File: src/rtl/writeback_stage.sv
`default_nettype none
// ============================================================================
// Module   : writeback_stage
// Purpose  : Registered writeback mux with sub-word load extraction and a
//            late-load stall FSM with saturating stall counter.
// Revision : 1.0
// ============================================================================
module writeback_stage #(
    parameter int XLEN  = 32,
    parameter int CNT_W = 16
) (
    input  logic             i_clk,
    input  logic             i_rst_n,
    input  logic             i_valid,
    output logic             o_ready,
    input  logic [1:0]       i_rd_dest_select,
    input  logic [4:0]       i_rd_addr,
    input  logic             i_rd_we,
    input  logic [2:0]       i_load_funct3,
    input  logic [2:0]       i_addr_lsb,
    input  logic [XLEN-1:0]  i_alu_result,
    input  logic [XLEN-1:0]  i_pc_plus_4,
    input  logic [XLEN-1:0]  i_immediate,
    input  logic             i_dmem_rvalid,
    input  logic [XLEN-1:0]  i_dmem_rdata,
    output logic             o_rf_we,
    output logic [4:0]       o_rf_waddr,
    output logic [XLEN-1:0]  o_rf_wdata,
    output logic             o_misaligned,
    output logic [CNT_W-1:0] o_stall_count
);

    typedef enum logic [0:0] {
        S_IDLE      = 1'b0,
        S_WAIT_LOAD = 1'b1
    } state_t;

    state_t            r_state;
    state_t            w_state_nxt;
    logic [4:0]        r_rd_addr;
    logic              r_rd_we;
    logic [2:0]        r_funct3;
    logic [2:0]        r_addr_lsb;
    logic [CNT_W-1:0]  r_stall_cnt;

    logic              w_idle;
    logic              w_accept;
    logic              w_is_load;
    logic              w_alu_done;
    logic              w_load_done;
    logic [4:0]        w_addr;
    logic              w_we;
    logic [2:0]        w_funct3;
    logic [2:0]        w_lsb;
    logic [2:0]        w_off;
    logic [XLEN-1:0]   w_shifted;
    logic [XLEN-1:0]   w_load_data;
    logic [XLEN-1:0]   w_sel_data;
    logic              w_misal;
    logic              w_reserved;

    assign w_idle      = (r_state == S_IDLE);
    assign o_ready     = w_idle;
    assign w_accept    = i_valid && w_idle;
    assign w_is_load   = (i_rd_dest_select == 2'b11);
    assign w_alu_done  = w_accept && !w_is_load;
    assign w_load_done = (w_accept && w_is_load && i_dmem_rvalid) ||
                         (!w_idle && i_dmem_rvalid);

    // A load completing straight from IDLE uses live inputs, otherwise the captured copy
    assign w_addr   = w_idle ? i_rd_addr     : r_rd_addr;
    assign w_we     = w_idle ? i_rd_we       : r_rd_we;
    assign w_funct3 = w_idle ? i_load_funct3 : r_funct3;
    assign w_lsb    = w_idle ? i_addr_lsb    : r_addr_lsb;

    assign o_stall_count = r_stall_cnt;

    always_comb begin
        w_sel_data = i_alu_result;
        case (i_rd_dest_select)
            2'b01:   w_sel_data = i_immediate;
            2'b10:   w_sel_data = i_pc_plus_4;
            default: w_sel_data = i_alu_result;
        endcase
    end

    always_comb begin
        w_off       = (XLEN == 64) ? w_lsb : {1'b0, w_lsb[1:0]};
        w_shifted   = i_dmem_rdata >> {w_off, 3'b000};
        w_load_data = XLEN'($signed(w_shifted[31:0]));
        w_misal     = 1'b0;
        w_reserved  = 1'b0;
        case (w_funct3)
            3'b000: w_load_data = XLEN'($signed(w_shifted[7:0]));
            3'b100: w_load_data = XLEN'(w_shifted[7:0]);
            3'b001: begin
                w_load_data = XLEN'($signed(w_shifted[15:0]));
                w_misal     = w_off[0];
            end
            3'b101: begin
                w_load_data = XLEN'(w_shifted[15:0]);
                w_misal     = w_off[0];
            end
            3'b010: begin
                w_load_data = XLEN'($signed(w_shifted[31:0]));
                w_misal     = |w_off[1:0];
            end
            3'b110: begin
                if (XLEN == 64) begin
                    w_load_data = XLEN'(w_shifted[31:0]);
                    w_misal     = |w_off[1:0];
                end else begin
                    w_reserved  = 1'b1;
                end
            end
            3'b011: begin
                if (XLEN == 64) begin
                    w_load_data = w_shifted;
                    w_misal     = |w_off;
                end else begin
                    w_reserved  = 1'b1;
                end
            end
            default: w_reserved = 1'b1;
        endcase
    end

    always_comb begin
        w_state_nxt = r_state;
        case (r_state)
            S_IDLE: begin
                if (w_accept && w_is_load && !i_dmem_rvalid) begin
                    w_state_nxt = S_WAIT_LOAD;
                end
            end
            S_WAIT_LOAD: begin
                if (i_dmem_rvalid) begin
                    w_state_nxt = S_IDLE;
                end
            end
            default: w_state_nxt = S_IDLE;
        endcase
    end

    always_ff @(posedge i_clk or negedge i_rst_n) begin
        if (!i_rst_n) begin
            r_state     <= S_IDLE;
            r_rd_addr   <= '0;
            r_rd_we     <= 1'b0;
            r_funct3    <= '0;
            r_addr_lsb  <= '0;
            r_stall_cnt <= '0;
        end else begin
            r_state <= w_state_nxt;
            if (w_accept && w_is_load && !i_dmem_rvalid) begin
                r_rd_addr  <= i_rd_addr;
                r_rd_we    <= i_rd_we;
                r_funct3   <= i_load_funct3;
                r_addr_lsb <= i_addr_lsb;
            end
            if (!w_idle && !i_dmem_rvalid && (r_stall_cnt != '1)) begin
                r_stall_cnt <= r_stall_cnt + 1'b1;
            end
        end
    end

    // Write data still tracks x0 targets; only rd_we=0, misaligned and reserved hold it
    always_ff @(posedge i_clk or negedge i_rst_n) begin
        if (!i_rst_n) begin
            o_rf_we      <= 1'b0;
            o_rf_waddr   <= '0;
            o_rf_wdata   <= '0;
            o_misaligned <= 1'b0;
        end else begin
            o_rf_we      <= 1'b0;
            o_misaligned <= 1'b0;
            if (w_alu_done) begin
                o_rf_we <= i_rd_we && (i_rd_addr != 5'd0);
                if (i_rd_we) begin
                    o_rf_waddr <= i_rd_addr;
                    o_rf_wdata <= w_sel_data;
                end
            end else if (w_load_done) begin
                if (w_misal) begin
                    o_misaligned <= 1'b1;
                end else if (!w_reserved) begin
                    o_rf_we <= w_we && (w_addr != 5'd0);
                    if (w_we) begin
                        o_rf_waddr <= w_addr;
                        o_rf_wdata <= w_load_data;
                    end
                end
            end
        end
    end

endmodule
`default_nettype wire
File: config.mk
export PLATFORM = sky130hd
export DESIGN_NAME = writeback_stage
export DESIGN_NICKNAME = d
export VERILOG_FILES = /design/src/rtl/writeback_stage.sv
export SDC_FILE = /design/constraint.sdc
export NUM_CORES = 1
export LEC_CHECK = 0
export ABC_CLOCK_PERIOD_IN_PS = 2220
export CELL_PAD_IN_SITES_DETAIL_PLACEMENT = 0
export CELL_PAD_IN_SITES_GLOBAL_PLACEMENT = 1
export CORE_ASPECT_RATIO = 0.8
export CORE_MARGIN = 2
export CORE_UTILIZATION = 27
export DETAILED_ROUTE_END_ITERATION = 16
export HOLD_SLACK_MARGIN = 0.03
export PLACE_DENSITY_LB_ADDON = 0.1
export SETUP_SLACK_MARGIN = 0.4
export SLEW_MARGIN = 5
export SYNTH_ARGS = -nofsm -noshare
export SYNTH_HDL_FRONTEND = slang
export SYNTH_SLANG_ARGS = --single-unit
File: constraint.sdc
create_clock -name i_clk -period 2.22 [get_ports i_clk]
set_clock_uncertainty 0.2 [all_clocks]
set_input_delay 0.444 -clock i_clk [delete_from_list [all_inputs] [get_ports i_clk]]
set_output_delay 0.444 -clock i_clk [all_outputs]
set_load 0.02 [all_outputs]
## Word level (Yosys, flattened, before mapping)

Cells that the tools add are included.

| word-level totals | value |
|---|---|
| flip-flop bits (word level) | 67 |
| logic and storage cells | 75 |

| cells by class | value |
|---|---|
| reductions and logical operators | 23 |
| shift operators | 1 |
| multiplexer cells | 29 |
| eq/ne operators | 10 |
| add/sub/neg operators | 1 |
| bitwise operators | 1 |

Operator list:

| cell | count |
|---|---|
| two-way mux 32 bit | 6 |
| case mux 32 bit (4 select lines) | 1 |
| case mux 32 bit (2 select lines) | 1 |
| two-way mux 5 bit | 7 |
| >> shifter 32 x 5 -> 32 bit | 1 |
| adder 16 x 1 -> 16 bit (second input constant) | 1 |
| != test 16 bit (second input constant) | 1 |
| logical AND 1 bit | 10 |
| two-way mux 1 bit | 10 |
| nonzero test 5 bit | 2 |
| == test 3 bit (second input constant) | 2 |
| nonzero test 2 bit | 3 |
| AND reduction 5 bit | 1 |
| OR reduction 5 bit | 1 |
| == test 2 bit (second input constant) | 2 |
| != test 2 bit (second input constant) | 2 |
| case mux 1 bit (2 select lines) | 2 |
| OR reduction 2 bit | 2 |
| == test 3 x 1 -> 1 bit (second input constant) | 1 |
| == test 3 x 2 -> 1 bit (second input constant) | 1 |
| zero test 3 bit | 1 |
| two-way mux 3 bit | 1 |
| == test 2 x 1 -> 1 bit (second input constant) | 1 |
| zero test 1 bit | 2 |
| 3 further kinds | 3 |

## Logic depth before layout (Yosys ltp)

Gate-level depths: netlist of run 1.

| logic depth | value |
|---|---|
| depth after elaboration | 8 |
| mapped depth | 11 |

## Worst setup path after synthesis of run 1

No wires, ideal clock.

| path | value |
|---|---|
| path type | input port to flip-flop |
| start point | input i_rd_dest_select[0] |
| end point | register o_rf_waddr[2] |
| library setup time | 128 ps |
| stages | 11 |
| path buffers | 4 |
| arrival time | 1889 ps |
| required time | 1892 ps |
| slack | 3 ps |
| cell sequence | ha_1 or3b_1 buf_2 inv_1 nand2_1 and2_1 buf_2 buf_6 buf_6 nand2_1 o21ai_0 |

| on the way | value |
|---|---|
| cells in the longest elaborated chain, start to end | 6 |

RTL lines:

| item | RTL line | source |
|---|---|---|
| start: declaration | 16 | `input logic [1:0] i_rd_dest_select,` |
| == test 2 bit * | 65 | `assign w_is_load = (i_rd_dest_select == 2'b11);` |
| logical AND 1 bit (2 in a row) | 67 | `assign w_load_done = (w_accept && w_is_load && i_dmem_rvalid) \|\|` |
| logical OR 1 bit | 67 |  |
| nonzero test 2 bit (no source line) | - |  |
| AND reduction 5 bit (no source line) | - |  |
| end signal: assignment | 180 | `o_rf_waddr <= i_rd_addr;` |
| end signal: assignment | 189 | `o_rf_waddr <= w_addr;` |
| end: declaration | 27 | `output logic [4:0] o_rf_waddr,` |

Every way passes the cells marked *; elsewhere a longest branch is shown, timed or not.
A chain may end at the register's enable or synchronous reset.

## Final worst setup path of run 1

| path | value |
|---|---|
| start point | register r_state |
| end point | register o_rf_wdata[30] |

| on the way | value |
|---|---|
| cells in the longest elaborated chain, start to end | 8 |

RTL lines:

| item | RTL line | source |
|---|---|---|
| start: declaration | 38 | `state_t r_state;` |
| start signal: assignment | 154 | `r_state <= w_state_nxt;` |
| two-way mux 2 bit / two-way mux 3 bit (equally long branches) | 74, 73 |  |
| >> shifter 32 x 5 -> 32 bit, or another cell as far along | 89 | `w_shifted = i_dmem_rdata >> {w_off, 3'b000};` |
| case mux 32 bit (4 select lines) | 93 | `case (w_funct3)` |
| two-way mux 32 bit | 188 | `if (w_we) begin` |
| two-way mux 32 bit | 186 | `end else if (!w_reserved) begin` |
| two-way mux 32 bit | 184 | `if (w_misal) begin` |
| two-way mux 32 bit | 183 | `end else if (w_load_done) begin` |
| two-way mux 32 bit | 177 | `if (w_alu_done) begin` |
| end signal: assignment | 181 | `o_rf_wdata <= w_sel_data;` |
| end signal: assignment | 190 | `o_rf_wdata <= w_load_data;` |
| end: declaration | 28 | `output logic [XLEN-1:0] o_rf_wdata,` |

Several ways; a longest one is shown, not always the timed one. The select of a mux whose other input is x is not followed.

==> flow_metrics.py, run 1 <==
metrics = {
    "yosys": {
        "syn_nets": 690,
        "avgSynthCellArea_sq_um": 8.15,
        "netlist_top_cells_area": "dfrtp_1 (38%), nand2_1 (12%), o21ai_0 (7.7%), a22oi_1 (5.5%), a21oi_1 (4.0%)",
        "yosys_most_used_dff": "dfrtp_1",
        "synth_common_cells": "nand2_1 (139), o21ai_0 (68), dfrtp_1 (67), a21oi_1 (35), a22oi_1 (32)",
        "synth_seq_area_share_pct": 38.1,
        "yosysWarnings": 0,
        "ys_seq_elements": 67,
        "syn_inst": 540,
        "ys_async_sr_fraction_pct": 100,
        "yosysMostFrequentCell": "nand2_1",
        "synth-edff-count": 0,
        "synth_area_sq_um": 4400,
        "yosysTopAreaCell": "dfrtp_1",
        "yosysTopAreaCellShare_pct": 38.1,
        "synth.distinct_cells": 51,
    },
    "clock_tree": {
        "clk_latency_ns": 0.34,
        "clock_path_buffers": 2,
        "cts_sinks": 67,
        "numCtsBuffers": 9,
        "cts_htree_levels": 3,
        "path_clk_slew_ns": 0.06,
        "cts_tree": "done",
        "cts_root_buffer": "clkbuf_16",
    },
    "cells_and_area": {
        "diodes": 0,
        "final_nets": 949,
        "drive_gt1_share_pct": 23.0,
        "syn_to_final_growth_pct": 77.5,
    },
    "power": {
        "irDropWorstVdd_uv": 321,
        "p_int_mw": 3.24,
        "seq_power_share_pct": 33.2,
        "p_total_mw": 4.94,
        "p_per_area_nw_per_um2": 633,
        "pwr-share-clk_pct": 29.6,
        "leakage_nw": 3.42,
        "pwr-share-comb_pct": 37.2,
        "p_sw_mw": 1.71,
        "swShare_pct": 34.5,
    },
    "floorplan": {
        "start_util_pct": 27.8,
        "die_y_um": 118,
        "core_area_sq_um": 15900,
        "io_pins": 202,
        "die_w_um": 147,
        "rows": 41,
        "die_area_sq_um": 17300,
    },
    "worst_setup_path": {
        "start_kind": "flip-flop",
        "cp_slowest_stage_delay_ns": 0.45,
        "critical_path_class": "reg2reg",
        "path_max_fanout": 12,
        "critPathRequiredTime_ns": 2.28,
        "worstSetupEndpointType": "flip-flop",
        "arrival_ns": 2.26,
        "crit_slowest_cell": "dfrtp_2",
        "crit_chain": "buf_6 > buf_4 > mux2i_2 > o32a_1 > o311ai_2 > and2_4 > clkbuf_16 > nand2_1 > o21ai_1",
    },
    "job": {
        "max_cap_violations": 0,
    },
    "detailed_routing": {
        "drc": 0,
        "vias_per_cell": 4.87,
        "drtIter0Drc": 252,
        "wl_um": 17600,
        "wire_per_inst_um": 17.3,
        "firstDrtPassIters": 4,
        "vias": 4958,
        "ant_nets": 0,
    },
    "sta": {
        "rsz0062_at_grt": "yes",
        "finalMaxSlewViolations": 0,
        "worstMarginPinSlew_ns": 0.534,
        "hold_viol": 0,
        "period_share_pct": 99.0,
        "slew_headroom_pct": 64.3,
        "setup_ws_ns": 0.0220,
        "fmax_mhz": 455,
        "setup_viol": 0,
        "period_minus_slack_ns": 2.20,
    },
    "grt": {
        "gr-usage-met3_pct": 4.67,
        "antenna_found_initial": 0,
        "grt_pass1_vias": 4957,
        "busiest_layer": "met2",
        "grt_first_pass_wirelength_um": 27500,
        "use_met2_pct": 32.2,
        "grt_max_degree": 41,
        "grt_use_met1_pct": 27.6,
        "overflow": 0,
        "track_usage_pct": 20.2,
    },
    "place": {
        "portBuffers": 200,
        "dp_slack_ns": -0.553,
        "dp_hpwl_um": 13300,
        "routabilityCongestion": 0.852,
    },
    "worst_hold_path": {
        "hold_class": "reg2reg",
    },
    "run_status": {
        "outcome": "completed",
    },
}
timing repair:
action | 4_1_cts | 5_1_grt
cloned | 3 | 1
gates resized for setup | 117 | 34
setup endpoints to repair | 119 | 60
setup buffers | 16 | 5
hold buffers | 1 | 0
endpoints found under the hold margin | 67 | 0
pin swaps | 24 | 15
sequential cells by signal, indices dropped and copies added (netlist names):
signal	cells
o_stall_count	16
o_rf_wdata	32
r_state	1
r_funct3	3
o_misaligned	1
o_rf_we	1
r_rd_we	1
r_addr_lsb	2
r_rd_addr	5
o_rf_waddr	5
cell families after synthesis:
group	Yosys count	share of synthesized area [%]
AO/OA/AOI/OAI	175	25.6
multiplexers	24	6.48
buffers and inverters	45	5.14
AND/OR/NAND/NOR	211	20.8
adder cells (fa/ha/maj)	4	1.14
XOR/XNOR	14	2.79
flip-flops	67	38.1
path summary, 6_finish.rpt:
check	startpoint	endpoint	slack, ns	depth (start not counted)
min in group asynchronous	i_rst_n	o_rf_wdata[6]	0.44	3
setup / recovery	r_state	o_rf_wdata[30]	0.02	9
hold / removal	o_rf_wdata[20]	o_rf_wdata[20]	0.26	2
max in group asynchronous	i_rst_n	o_stall_count[7]	1.11	3
hold reg to reg	o_rf_wdata[20]	o_rf_wdata[20]	0.26	2
setup reg to reg	r_state	o_rf_wdata[30]	0.02	9
critical path: cells and delay by family (launching register included):
family / cells / cell delay (ns)
mux: 1 / 0.15
flops: 1 / 0.45
buf+inv: 3 / 0.46
compound gates: 3 / 0.52
simple gates: 2 / 0.35
power by group through the flow:
stage | Clock (mW) | Sequential [mW] | Combinational [mW]
after global placement | 0 | 1.67 | 1.83
after global routing | 1.55 | 1.68 | 2.01
after detailed placement | 0 | 1.67 | 1.84
after CTS | 1.50 | 1.64 | 1.82
final | 1.47 | 1.64 | 1.84
after floorplan | 0 | 1.87 | 0.613
layer usage:
metal / routed length (um) / share of wire [%] / vias to the layer above
met1: 8070 / 46 / 2339
met2: 8220 / 47 / 141
met5: 0 / 0 / -
li1: - / - / 2460
met4: 270 / 1.5 / 0
met3: 1070 / 6.1 / 18
final cells by class:
| type | count | area, sq um |
|---|---|---|
| Tap cell | 215 | 269 |
| Clock buffer | 10 | 239 |
| Sequential cell | 67 | 1690 |
| Multi-Input combinational cell | 428 | 2750 |
| Timing Repair Buffer | 287 | 2780 |
| Clock inverter | 6 | 65.1 |
| Fill cell | 1551 | 8040 |
| Inverter | 6 | 26.3 |
per-stage QoR:
step | area [sq um] | std cells | hold slack (ns) | setup TNS, ns | util [%]
after floorplan | 4500 | 540 | -0.0516 | 0 | -
after global placement | 7120 | 977 | 0.252 | -15.03 | 44.9
after detailed placement | 7120 | 977 | 0.253 | -16.44 | 44.9
after CTS | 7710 | 1013 | 0.264 | 0 | 48.7
after global routing | 7810 | 1019 | 0.302 | -2.18 | 49.3
final | 7810 | 1019 | 0.262 | 0 | 49.3
layout by cell type, fill, tap and decap left out, types with 8 or more instances in the layout:
| master | synthesis | routed |
|---|---|---|
| dfrtp_1 | 67 | 60 |
| a22oi_1 | 32 | 32 |
| clkbuf_16 | 0 | 10 |
| clkdlybuf4s50_1 | 0 | 137 |
| mux2_2 | 12 | 10 |
| buf_6 | 6 | 12 |
| dlygate4sd2_1 | 0 | 53 |
| o21ai_1 | 2 | 19 |
| a21oi_1 | 35 | 32 |
| o221ai_1 | 8 | 8 |
| nand2_1 | 139 | 135 |
| nor2_1 | 23 | 21 |
| buf_4 | 0 | 62 |
| buf_12 | 0 | 11 |
| o21ai_0 | 68 | 50 |
| xnor2_1 | 12 | 11 |
| nand3_1 | 18 | 14 |
(Power assumes the default switching activity.)
==> inputs of run 2 (changes only) <==
--- a/config.mk
+++ b/config.mk
@@ -14,7 +14,7 @@
 export DETAILED_ROUTE_END_ITERATION = 16
 export HOLD_SLACK_MARGIN = 0.03
 export PLACE_DENSITY_LB_ADDON = 0.1
-export SETUP_SLACK_MARGIN = 0.4
+export SETUP_SLACK_MARGIN = 0.3
 export SLEW_MARGIN = 5
 export SYNTH_ARGS = -nofsm -noshare
 export SYNTH_HDL_FRONTEND = slang
==> run 2 against run 1 <==
Compared with the run above:
- the flow now finishes with violations (setup timing)
- worst hold slack better by 0.0078 ns
- first-iteration DRC count is 34% lower
- maximum frequency fell by 2.6%
- highest routed layer unchanged
- cell count increased by 0.59%
- combinational power rose by 3%
- clock-buffer cell count grew 2
- critical path type unchanged
- largest cell class unchanged
- die area is the same
- non-clock buffer count is 6 higher
- power decreased by 1.7%
==> flow_metrics.py, run 2 (synthesis gave the netlist of run 1 again) <==
metrics = {
    "run_status": {
        "outcome": "finished, violations left",
        "violations": "setup timing",
    },
    "worst_hold_path": {
        "hold_class": "reg2reg",
        "min_path_cells": 2,
    },
    "clock_tree": {
        "path_clk_slew_ns": 0.06,
        "cts_sinks": 67,
        "cts_tree": "done",
        "clk_latency_ns": 0.33,
        "numCtsBuffers": 9,
        "cts_htree_levels": 3,
        "clock_path_buffers": 2,
        "cts_root_buffer": "clkbuf_16",
    },
    "floorplan": {
        "rows": 41,
        "die_y_um": 118,
        "start_util_pct": 27.8,
        "die_w_um": 147,
        "io_pins": 202,
        "core_area_sq_um": 15900,
        "die_area_sq_um": 17300,
    },
    "worst_setup_path": {
        "path_max_fanout": 10,
        "arrival_ns": 2.28,
        "crit_slowest_cell": "dfrtp_1",
        "cp_slowest_stage_delay_ns": 0.41,
        "worstSetupEndpointType": "flip-flop",
        "critical_path_class": "reg2reg",
        "start_kind": "flip-flop",
        "worst_r2r_path_depth": 9,
        "critPathRequiredTime_ns": 2.25,
        "crit_chain": "buf_12 > mux2_4 > mux2i_1 > o22a_2 > o21ai_4 > buf_12 > a211oi_4 > buf_4 > o21ai_2",
        "crit_top_cell": "buf_12",
    },
    "cells_and_area": {
        "final_nets": 955,
        "drive_gt1_share_pct": 22.8,
        "final_common_cell": "clkdlybuf4s50_1",
        "largest_reg_flops": 32,
        "seqCellArea_sq_um": 1680,
        "stdcell_count": 1025,
        "multi_input_area_sq_um": 2780,
        "top_register": "o_rf_wdata",
        "diodes": 0,
        "syn_to_final_growth_pct": 79.1,
        "final_cell_mix": "clkdlybuf4s50_1 (141), nand2_1 (135), buf_4 (66)",
        "nFillCells": 1493,
    },
    "power": {
        "leakage_nw": 3.45,
        "p_per_area_nw_per_um2": 616,
        "irDropWorstVdd_uv": 339,
    },
    "place": {
        "portBuffers": 200,
        "routabilityCongestion": 0.855,
        "dp_cells": 983,
        "dp_hpwl_um": 12900,
    },
    "sta": {
        "fmax_mhz": 443,
        "hold_viol": 0,
        "slew_headroom_pct": 73.7,
        "period_share_pct": 102,
        "finalMaxSlewViolations": 0,
        "setup_viol": 25,
        "rsz0062_at_grt": "yes",
        "period_minus_slack_ns": 2.26,
        "setup_ws_ns": -0.0364,
        "timing.hold.ws_ns": 0.270,
        "worstMarginPinSlew_ns": 0.395,
    },
    "grt": {
        "track_usage_pct": 19.5,
        "grt_pass1_vias": 4960,
        "overflow": 0,
        "antenna_found_initial": 0,
        "grt_max_degree": 68,
        "grt_first_pass_wirelength_um": 26800,
    },
    "detailed_routing": {
        "wire_per_inst_um": 17.2,
        "wl_um": 17600,
        "firstDrtPassIters": 4,
        "vias_per_cell": 4.85,
        "ant_nets": 0,
        "vias": 4975,
        "drtIter0Drc": 167,
        "drc": 0,
    },
    "job": {
        "max_cap_violations": 0,
    },
}
## run 2: cell count changes in the layout (fill, tap and decap cells not counted), sizes merged, moves of 2 or more
cell,before,now
clkbuf,17,14
dlygate4sd2,53,57
clkdlybuf4s15,2,0
buf,86,92
clkdlybuf4s50,137,141
## run 2: through the flow
stage / setup slack (ns) / area [sq um] / total power, mW / utilization [%] / TNS (ns)
final: -0.0364 / 7880 / 4.86 / 49.7 / -0.403
after global routing: -0.117 / 7880 / 5.14 / 49.7 / -3.05
after CTS: -0.0238 / 7640 / 4.86 / 48.2 / -0.369
after detailed placement: -0.527 / 7150 / 3.52 / 45.1 / -17.64
after global placement: -0.477 / 7150 / 3.49 / 45.1 / -15.80
after floorplan: 0.0960 / 4470 / 2.47 / - / 0
## run 2: repair_timing
item,4_1_cts,5_1_grt
buffers inserted,13,8
gates cloned,0,4
setup endpoints to repair,111,48
pin swaps,9,17
resized for setup,110,27
hold endpoints to repair,67,0
hold buffers,1,0
## run 2: path summary, 6_finish.rpt
| path | to | start | slack, ns |
|---|---|---|---|
| worst max register to register | o_rf_wdata[12] | r_state | -0.04 |
| max in group asynchronous | o_stall_count[8] | i_rst_n | 1.01 |
| worst max-delay path | o_rf_wdata[12] | r_state | -0.04 |
| worst min-delay path | o_rf_wdata[22] | o_rf_wdata[22] | 0.27 |
| worst min register to register | o_rf_wdata[22] | o_rf_wdata[22] | 0.27 |
| min in group asynchronous | o_rf_wdata[25] | i_rst_n | 0.47 |
## run 2: cell type report
class,count,area share [%]
sequential,67,21.3
tap,215,3.41
clock inverter,4,0.333
multi-input combinational,428,35.2
clock buffer,12,3.13
timing repair buffer,293,36.2
inverter,6,0.333
## run 2: report_power, final
group          switching (mW)  leakage, nW  internal, mW
combinational           0.982         2.46         0.913
clock                   0.541        0.133         0.785
sequential              0.178        0.851          1.46
## run 2: critical path: cells and delay by family (launching register included)
kind / cells / cell delay (ns)
AO/OA/AOI/OAI: 4 / 0.56
buffers and inverters: 3 / 0.47
multiplexers: 2 / 0.51
flip-flops: 1 / 0.41
## run 2: per-layer routing
metal  GRT usage [%]  up-vias  wire length, um
met3            4.79       15             1280
met4            4.37        0              206
met1            27.0     2339             8130
met5               0        -                0
met2            31.0      152             8020
li1                -     2469                -
